--- config.mk ---
export PLATFORM = sky130hd
export DESIGN_NAME = ddr3_ui_bridge
export DESIGN_NICKNAME = d
export VERILOG_FILES = /design/src/rtl/ddr3_ui_bridge.sv
export SDC_FILE = /design/constraint.sdc
export NUM_CORES = 2
export LEC_CHECK = 0
export ABC_AREA = 1
export BUFFER_PORTS_ARGS = -buffer_cell sky130_fd_sc_hd__buf_2
export CORE_MARGIN = 3
export CORE_UTILIZATION = 54
export DETAILED_ROUTE_END_ITERATION = 7
export HOLD_SLACK_MARGIN = 0.06
export PLACE_DENSITY = 0.76
export SLEW_MARGIN = 20
export SYNTH_ARGS = -nofsm -noshare
export SYNTH_HDL_FRONTEND = slang
export SYNTH_SLANG_ARGS = --single-unit
--- constraint.sdc ---
create_clock -name clk -period 8.7 [get_ports clk]
set_clock_uncertainty 0.2 [all_clocks]
set_input_delay 0.87 -clock clk [delete_from_list [all_inputs] [get_ports clk]]
set_output_delay 0.87 -clock clk [all_outputs]
set_load 0.01 [all_outputs]
--- src/rtl/ddr3_ui_bridge.sv ---
// ddr3_ui_bridge: buffers cache-side commands, drives the DDR3 controller user
// interface (single-beat writes, burst reads) and returns read beats through a
// credit-managed response FIFO.
// Optional feature macro DDR_RD_BYPASS_EN: when defined, a read beat arriving
// while the response FIFO is empty and the consumer is ready is forwarded in the
// same cycle without being stored.
// Handshake: a transfer happens on a cycle where valid (or en) and ready (or rdy)
// are both high at the rising clock edge; a valid/en, once raised, holds its
// payload steady until that transfer.
module ddr3_ui_bridge #(
  parameter int CMD_DEPTH = 4,
  parameter int RSP_DEPTH = 8,
  parameter int ADDR_W    = 27,
  parameter int DATA_W    = 128
) (
  input  logic                  clk,
  input  logic                  rstn,
  input  logic                  io_fifo_cmd_valid,
  output logic                  io_fifo_cmd_ready,
  input  logic                  io_fifo_cmd_type,
  input  logic [ADDR_W-1:0]     io_fifo_cmd_addr,
  input  logic [5:0]            io_fifo_cmd_burst_cnt,
  input  logic [DATA_W-1:0]     io_fifo_cmd_wt_data,
  input  logic [DATA_W/8-1:0]   io_fifo_cmd_wt_mask,
  output logic                  io_fifo_rsp_valid,
  input  logic                  io_fifo_rsp_ready,
  output logic [DATA_W-1:0]     io_fifo_rsp_data,
  input  logic                  init_calib_complete,
  input  logic                  app_cmd_rdy,
  output logic                  app_cmd_en,
  output logic [2:0]            app_cmd,
  output logic [ADDR_W-1:0]     app_addr,
  output logic [5:0]            app_burst_number,
  input  logic                  app_wdata_rdy,
  output logic                  app_wdata_en,
  output logic                  app_wdata_end,
  output logic [DATA_W-1:0]     app_wdata,
  output logic [DATA_W/8-1:0]   app_wdata_mask,
  input  logic                  app_rd_data_valid,
  input  logic [DATA_W-1:0]     app_rd_data,
  output logic                  busy,
  output logic                  err,
  output logic [1:0]            dbg_state
);
  localparam int MW  = DATA_W / 8;
  localparam int CAW = $clog2(CMD_DEPTH);
  localparam int RAW = $clog2(RSP_DEPTH);
  localparam int PW  = RAW + 1;
  localparam int EW  = 1 + ADDR_W + 6 + DATA_W + MW;
  localparam logic [7:0] RSP_DEPTH_C = 8'(RSP_DEPTH);

  typedef enum logic [1:0] {S_IDLE = 2'd0, S_WR = 2'd1, S_RD = 2'd2} state_t;

  // ---------------- command FIFO ----------------
  logic [EW-1:0]  cmd_mem [CMD_DEPTH];
  logic [CAW:0]   cmd_wp, cmd_rp;
  logic           cmd_empty, cmd_full, cmd_push, cmd_pop;
  logic           h_type;
  logic [ADDR_W-1:0] h_addr;
  logic [5:0]     h_burst;
  logic [DATA_W-1:0] h_data;
  logic [MW-1:0]  h_mask;

  assign cmd_empty = (cmd_wp == cmd_rp);
  assign cmd_full  = (cmd_wp[CAW] != cmd_rp[CAW]) && (cmd_wp[CAW-1:0] == cmd_rp[CAW-1:0]);
  assign io_fifo_cmd_ready = !cmd_full;
  assign cmd_push  = io_fifo_cmd_valid && !cmd_full;
  assign {h_type, h_addr, h_burst, h_data, h_mask} = cmd_mem[cmd_rp[CAW-1:0]];

  // Command storage; contents need no reset because the pointers gate them.
  always_ff @(posedge clk) begin
    if (cmd_push)
      cmd_mem[cmd_wp[CAW-1:0]] <= {io_fifo_cmd_type, io_fifo_cmd_addr, io_fifo_cmd_burst_cnt,
                                   io_fifo_cmd_wt_data, io_fifo_cmd_wt_mask};
  end

  // Command FIFO pointers.
  always_ff @(posedge clk or negedge rstn) begin
    if (!rstn) begin
      cmd_wp <= '0;
      cmd_rp <= '0;
    end else begin
      if (cmd_push) cmd_wp <= cmd_wp + 1'b1;
      if (cmd_pop)  cmd_rp <= cmd_rp + 1'b1;
    end
  end

  // ---------------- response FIFO and credit ----------------
  logic [DATA_W-1:0] rsp_mem [RSP_DEPTH];
  logic [RAW:0]   rsp_wp, rsp_rp;
  logic [PW-1:0]  rsp_occ, pending;
  logic           rsp_empty, rsp_full, rsp_push, rsp_pop;
  logic           beat_ok, beat_drop, byp;
  logic [7:0]     burst_ext, credit;

  assign rsp_occ   = rsp_wp - rsp_rp;
  assign rsp_empty = (rsp_wp == rsp_rp);
  assign rsp_full  = (rsp_wp[RAW] != rsp_rp[RAW]) && (rsp_wp[RAW-1:0] == rsp_rp[RAW-1:0]);
  assign rsp_pop   = io_fifo_rsp_ready && !rsp_empty;
  assign beat_ok   = app_rd_data_valid && (pending != '0);
`ifdef DDR_RD_BYPASS_EN
  assign byp = beat_ok && rsp_empty && io_fifo_rsp_ready;
`else
  assign byp = 1'b0;
`endif
  // A full FIFO can still take a beat when it is popped in the same cycle.
  assign beat_drop = beat_ok && rsp_full && !rsp_pop;
  assign rsp_push  = beat_ok && !byp && !beat_drop;
  assign io_fifo_rsp_valid = !rsp_empty || byp;
  assign io_fifo_rsp_data  = byp ? app_rd_data : rsp_mem[rsp_rp[RAW-1:0]];

  assign burst_ext = {2'b00, h_burst} + 8'd1;
  assign credit    = RSP_DEPTH_C - 8'(rsp_occ) - 8'(pending);

  // Response storage.
  always_ff @(posedge clk) begin
    if (rsp_push) rsp_mem[rsp_wp[RAW-1:0]] <= app_rd_data;
  end

  // ---------------- FSM ----------------
  state_t state, state_n;
  logic   cmd_done, wd_done, cmd_done_n, wd_done_n;
  logic   cmd_en_n, wd_en_n, load, rd_issue, oversize;
  logic   cmd_acc, wd_acc;

  assign cmd_acc = app_cmd_en && app_cmd_rdy;
  assign wd_acc  = app_wdata_en && app_wdata_rdy;

  // FSM state register.
  always_ff @(posedge clk or negedge rstn) begin
    if (!rstn) state <= S_IDLE;
    else       state <= state_n;
  end

  // Next state, next strobe values and FIFO pop decisions.
  always_comb begin
    state_n    = state;
    cmd_en_n   = app_cmd_en;
    wd_en_n    = app_wdata_en;
    cmd_done_n = cmd_done;
    wd_done_n  = wd_done;
    cmd_pop    = 1'b0;
    load       = 1'b0;
    rd_issue   = 1'b0;
    oversize   = 1'b0;
    case (state)
      S_IDLE: begin
        if (!cmd_empty) begin
          if (h_type && (burst_ext > RSP_DEPTH_C)) begin
            // Can never fit in the response FIFO: drop it and flag.
            cmd_pop  = 1'b1;
            oversize = 1'b1;
          end else if (init_calib_complete) begin
            if (!h_type) begin
              state_n    = S_WR;
              cmd_en_n   = 1'b1;
              wd_en_n    = 1'b1;
              cmd_done_n = 1'b0;
              wd_done_n  = 1'b0;
              load       = 1'b1;
            end else if (burst_ext <= credit) begin
              state_n  = S_RD;
              cmd_en_n = 1'b1;
              load     = 1'b1;
            end
          end
        end
      end
      S_WR: begin
        if (cmd_acc) begin
          cmd_en_n   = 1'b0;
          cmd_done_n = 1'b1;
        end
        if (wd_acc) begin
          wd_en_n   = 1'b0;
          wd_done_n = 1'b1;
        end
        if ((cmd_done || cmd_acc) && (wd_done || wd_acc)) begin
          state_n    = S_IDLE;
          cmd_pop    = 1'b1;
          cmd_done_n = 1'b0;
          wd_done_n  = 1'b0;
        end
      end
      S_RD: begin
        if (cmd_acc) begin
          cmd_en_n = 1'b0;
          state_n  = S_IDLE;
          cmd_pop  = 1'b1;
          rd_issue = 1'b1;
        end
      end
      default: state_n = S_IDLE;
    endcase
  end

  // Registered controller-side outputs, pending-beat counter and sticky error.
  always_ff @(posedge clk or negedge rstn) begin
    if (!rstn) begin
      app_cmd_en       <= 1'b0;
      app_wdata_en     <= 1'b0;
      cmd_done         <= 1'b0;
      wd_done          <= 1'b0;
      app_cmd          <= 3'b000;
      app_addr         <= '0;
      app_burst_number <= 6'd0;
      app_wdata        <= '0;
      app_wdata_mask   <= '0;
      pending          <= '0;
      rsp_wp           <= '0;
      rsp_rp           <= '0;
      err              <= 1'b0;
    end else begin
      app_cmd_en   <= cmd_en_n;
      app_wdata_en <= wd_en_n;
      cmd_done     <= cmd_done_n;
      wd_done      <= wd_done_n;
      if (load) begin
        app_cmd          <= {2'b00, h_type};
        app_addr         <= h_addr;
        app_burst_number <= h_type ? h_burst : 6'd0;
        app_wdata        <= h_data;
        app_wdata_mask   <= h_mask;
      end
      pending <= pending + (rd_issue ? burst_ext[PW-1:0] : '0) - (beat_ok ? PW'(1) : '0);
      if (rsp_push) rsp_wp <= rsp_wp + 1'b1;
      if (rsp_pop)  rsp_rp <= rsp_rp + 1'b1;
      if (oversize || beat_drop || (app_rd_data_valid && (pending == '0))) err <= 1'b1;
    end
  end

  assign app_wdata_end = app_wdata_en;
  assign busy          = !cmd_empty || (state != S_IDLE) || (pending != '0);
  assign dbg_state     = state;

endmodule

======== Word-level counts from Yosys, hierarchy flattened ========
Memory sizes are Yosys's and may differ from the RTL's.
Index checks and enable logic that the tools add are counted.
W data, S select, Z words.
operators by class
  add/sub/neg operators ................... 10
  order comparisons ....................... 2
  equality and inequality tests ........... 19
  muxes and demuxes ....................... 51
  reduce and logical (&&, ||, !) cells .... 36
operators with widths
  kind                   number
  $mux W1                36
  $reduce_and A6 Y1      5
  $mux W2                7
  $ne A2 B2 Y1 const B   7
  $logic_and A1 B1 Y1    13
  $ne A3 B3 Y1 const B   3
  $add A4 B1 Y4 const B  2
  $le A7 B8 Y1           1
  $pmux W1 S2            4
  $add A6 B1 Y7 const B  1
  $gt A7 B4 Y1 const B   1
  $add A3 B1 Y3 const B  2
  $eq A3 B3 Y1           2
  $logic_or A1 B1 Y1     6
  $mux W6                1
  $pmux W2 S3            1
  $reduce_bool A2 Y1     3
  $sub A5 B5 Y6          1
  $logic_not A1 Y1       5
  $sub A4 B4 Y5 const A  1
  $add A4 B4 Y4          1
  $eq A4 B4 Y1           1
  $logic_not A4 Y1       1
  $mux W4                1
  other kinds (11)       12
storage, ports and cells
  register bits ........................... 203
  memory bits (writable) .................. 1736
  bits of input ports ..................... 314
  output and inout bits ................... 317
  word-level logic and storage cells ...... 136
  memories kept ........................... 2
memories
  name     words  bits a word  rd ports  clocked after memory_dff  write ports  line  source
  rsp_mem  8      128          1         0                         1            89    logic [DATA_W-1:0] rsp_mem [RSP_DEPTH];
  cmd_mem  4      178          1         0                         1            55    logic [EW-1:0] cmd_mem [CMD_DEPTH];

======== Logic depth before layout (Yosys ltp) ========
  word-level depth ........................ 10
  mapped depth ............................ 29
  depth with buffers taken out ............ 26

======== Worst setup path before layout ========
No wires, ideal clock.
  kind .................................... reg-to-reg
  start ................................... reg cmd_rp[0]
  end ..................................... mem cmd_mem[3][0] (netlist name), enable pin
  setup time .............................. 722 ps
  arrival ................................. 8555 ps
  data required time ...................... 7778 ps
  slack ................................... -777 ps
  cell stages (with the launch flop) ...... 8
  path buffers ............................ 2
  clock period less this slack ............ 9477 ps
  path through ............................ dfrtp_1 buf_6 buf_6 xnor2_1 nand2_1 or2_2 nand2_1 nor2_1
between the ends
  cells in the longest elaborated chain, start to end .. 6
ends and longest elaborated chain
  what                           line  source
  from (decl)                    56    logic [CAW:0] cmd_wp, cmd_rp;
  from (signal assigned)         84    if (cmd_pop) cmd_rp <= cmd_rp + 1'b1;
  $eq A2 B2 Y1                   65    assign cmd_full = (cmd_wp[CAW] != cmd_rp[CAW]) && (cmd_wp[CAW-1:0] == cmd_rp[CAW-1:0]);
  $logic_and A1 B1 Y1            65
  $logic_not A1 Y1               n/a
  via io_fifo_cmd_ready          19    output logic io_fifo_cmd_ready,
  $logic_and A1 B1 Y1            67    assign cmd_push = io_fifo_cmd_valid && !cmd_full;
  $mux W1                        72    if (cmd_push)
  $mux W1 (not written as such)  73    cmd_mem[cmd_wp[CAW-1:0]] <= {io_fifo_cmd_type, io_fifo_cmd_addr, io_fifo_cmd_burst_cnt,
  to (decl)                      55
The timed path passes the listed nets, and every way through them passes these cells.

======== Final worst setup path ========
  start ................................... reg rsp_rp[1]
  end ..................................... reg app_wdata[104]
between the ends
  cells in the longest elaborated chain, start to end .. 10
ends and longest elaborated chain
  what                    line  source
  from (decl)             90    logic [RAW:0] rsp_wp, rsp_rp;
  from (signal assigned)  227   if (rsp_pop) rsp_rp <= rsp_rp + 1'b1;
  $sub A4 B4 Y4           96    assign rsp_occ = rsp_wp - rsp_rp;
  $sub A4 B4 Y5           113   assign credit = RSP_DEPTH_C - 8'(rsp_occ) - 8'(pending);
  $sub A5 B5 Y6           113
  $le A7 B8 Y1            161   end else if (burst_ext <= credit) begin
  $mux W1                 161
  $mux W1                 154   if (!h_type) begin
  $mux W1                 153   end else if (init_calib_complete) begin
  $mux W1                 149   if (h_type && (burst_ext > RSP_DEPTH_C)) begin
  $mux W1                 148   if (!cmd_empty) begin
  $mux W1                 146   case (state)
  to (signal assigned)    222   app_wdata <= h_data;
  to (decl)               37    output logic [DATA_W-1:0] app_wdata,
Every way passes these cells.
A chain may end at the register's enable or synchronous reset.

==> qor.txt <==
Worst slew margin = -0.007031
period utilization = 0.7999
min-delay worst type = in -> reg
TritonRoute pass-1 iters = 5
Worst R2R Path Depth = 24
Vias/cell = 5.874
chip width = 377.5 um
Core ar. = 0.1363 mm^2
syn avg cell area = 13.06 um^2
layout cell share with drive strength beyond 1 = 0.1496
Synth Warn # = 0
Hold Vio Cnt, Final = 0
Final min period = 6959 ps
status = complete, but fails checks
WL/cell = 22.21 um
sequential element share of the synthesized area = 0.7675
H-tree level count = 4
Layout area overhead = 17.38%
Crit Path Class = reg -> reg
Die Span Y = 377.5 um
Post-synth EDFFs = 1736
post-synth top area share = 0.6993
cells along the critical path = inv_8 -> ha_1 -> nand3b_1 -> nand2_1 -> xor2_1 -> xnor2_1 -> ha_1 -> a21oi_1 -> o21ai_0 -> xnor2_1 -> ha_1 -> nand2_1 -> inv_1 -> nand2_1 -> nand2_1 -> nand2_1 -> nand2_1 -> nand3_1 -> nand2_2 -> nor2_8 -> nand2_8 -> buf_4 -> nand2_1 -> nand2_1
Die ar. = 0.1425 mm^2
fmax = 143.7 MHz
ys flop type = edfxtp_1
Max Cap Viol = 0
worst-margin pin slew = 1511 ps
Syn Inst Count = 5708
CTS tree = done
Clock Root Buffer = clkbuf_16
PwrDens = 373.3 mW/mm^2
startpoint types = flip-flop
Multi-input gate area = 0.01557 mm^2
Total GRT Usage = 0.2569
clk slew on worst S/H paths = 60 ps
Ports = 631
RSZ-0062 raised after global routing = false
Max Slew Vio Count = 12
via count = 49280
CP peak stage delay = 870 ps
Peak VDD IR = 325.5 uV
Clock Tree Buf Depth = 3
CTS sink cnt = 1939
Netlist cell types = 42
commonest non-fill, non-tap cells in the layout = edfxtp_1, nor2_1, o21ai_0
crit path max-delay cell type = dfrtp_4
crit end category = flip-flop
Total Routed Length = 186300 um
clock latency on the worst-skew pair = 810 ps
Final ANT Viol Nets = 0
largest net degree at the start of global routing = 260
crit path DAT = 7430 ps
DRC = 0
detailed placement HPWL = 95440 um
Critical Path Most Common Cell = nand2_1
DP Worst Slack = 1949 ps
TritonCTS Buffers = 186
Finished Cell Area = 0.08750 mm^2
commonest non-fill, non-tap cell in the layout = edfxtp_1
Post-DP Area = 0.07901 mm^2
first-pass GRT wire length = 281100 um
CP Data Required Time = 9170 ps
row cnt = 135
Register Area = 0.05722 mm^2
Pleak = 31.62 nW
CTS resizes = 0
post-synth top area cell = edfxtp_1
top post-synthesis cells by area = edfxtp_1, dfrtp_1, nor2_1
# nets final = 6760
synthesized area = 0.07454 mm^2
GRT overflow = 0
Setup-failing EPs final = 0
initial antenna violation count = 54
FILL cells = 9416
Hold Path Depth = 1
PortBufs = 628
number of global-route vias before repair = 48780
setup ws final = 1741 ps
Starting Density = 0.5468
DRT iter0 DRCs = 5347
routability cong. = 0.8033
violated checks = slew limit
FFs w/ async S/R, synth = 0.1047
hold slack final = 137.8 ps
#FFs+latches synth = 1939
crit path max fanout = 129
cell usage after synthesis (all sizes together), types with 2 or more instances:
master / count
dfrtp: 203
inv: 67
fa: 3
or2: 2
o22ai: 300
xor2: 12
buf: 97
nor2: 1271
xnor2: 10
nand4: 6
edfxtp: 1736
nand3: 207
a31oi: 128
clkbuf: 278
ha: 32
nor4: 2
o21ai: 863
a21oi: 11
nand2: 470
kinds of logic (layout without fill, tap and decap cells):
logic type / count (synthesis) / count (layout) / share of synthesized area
simple gates: 1961 / 1961 / 0.1033
flops: 1939 / 1939 / 0.7675
compound gates: 1307 / 1307 / 0.09519
buf+inv: 443 / 1304 / 0.02513
fa+ha+maj: 35 / 35 / 0.006177
xor+xnor: 22 / 22 / 0.002686
other cells: 1 / 41 / 0.00005031
sequential cells by signal, indices dropped and copies added (netlist names), 2 cells and up:
| name | flops |
|---|---|
| cmd_wp | 3 |
| cmd_mem | 712 |
| app_wdata | 128 |
| dbg_state | 2 |
| app_wdata_mask | 16 |
| rsp_rp | 4 |
| app_burst_number | 6 |
| rsp_wp | 4 |
| rsp_mem | 1024 |
| pending | 4 |
| app_addr | 27 |
| cmd_rp | 3 |
worst max-delay path, delay by kind of cell (launching register included):
family | cells | cell delay, ps
adder cells (fa/ha/maj) | 3 | 1030
buffers and inverters | 3 | 1120
XOR/XNOR | 3 | 550
flip-flops | 1 | 870
AO/OA/AOI/OAI | 2 | 340
AND/OR/NAND/NOR | 13 | 2340
per-stage QoR:
step / cells / TNS (ps) / total power [W] / utilization
after global routing: 8380 / 0 / 0.03441 / 0.6417
after detailed placement: 7787 / 0 / 0.02447 / 0.5796
after CTS: 8350 / 0 / 0.03262 / 0.6410
after floorplan: 5709 / -393630 / 0.02074 / -
final: 8390 / 0 / 0.03266 / 0.6419
after global placement: 7787 / 0 / 0.02410 / 0.5796
metal layers:
| layer | vias to the layer above | track usage | wire length (um) |
|---|---|---|---|
| met2 | 2417 | 0.4215 | 90790 |
| met5 | - | 0 | 92 |
| li1 | 22140 | - | - |
| met1 | 24210 | 0.3181 | 68900 |
| met3 | 501 | 0.04991 | 15270 |
| met4 | 14 | 0.1543 | 11300 |
power breakdown:
group | internal (W) | switching, W | total [W]
logic | 0.00340 | 0.00827 | 0.0117
clock network | 0.00459 | 0.00347 | 0.00806
registers | 0.0122 | 0.000678 | 0.0129
final timing paths:
path	startpoint	endpoint	slack, ps
worst max register to register	rsp_rp[1]$_DFFE_PN0P_	app_wdata[104]$_DFFE_PN0P_	1740
min in group asynchronous	rstn	app_wdata[41]$_DFFE_PN0P_	510
max in group asynchronous	rstn	cmd_rp[0]$_DFFE_PN0P_	6430
worst max-delay path	rsp_rp[1]$_DFFE_PN0P_	app_wdata[104]$_DFFE_PN0P_	1740
worst min-delay path	app_rd_data[92]	rsp_mem[2][92]$_DFFE_PP_	140
worst min register to register	app_burst_number[3]$_DFFE_PN0P_	app_burst_number[3]$_DFFE_PN0P_	270
cell type report:
| class | count | area share |
|---|---|---|
| flip-flops and latches | 1939 | 0.6540 |
| clock buffers | 244 | 0.05756 |
| repair buffers | 889 | 0.06727 |
| clock inverters | 103 | 0.01336 |
| well taps | 1781 | 0.02547 |
| multi-input cells | 3327 | 0.1779 |
| diodes | 39 | 0.001115 |
| inverters | 68 | 0.003289 |
what timing repair did:
| item | in CTS | in global routing |
|---|---|---|
| setup buffers | 0 | 0 |
| hold buffers | 216 | 0 |
| endpoints found under the hold margin | 1050 | 0 |
No activity file was read; power rests on OpenSTA's default activity.
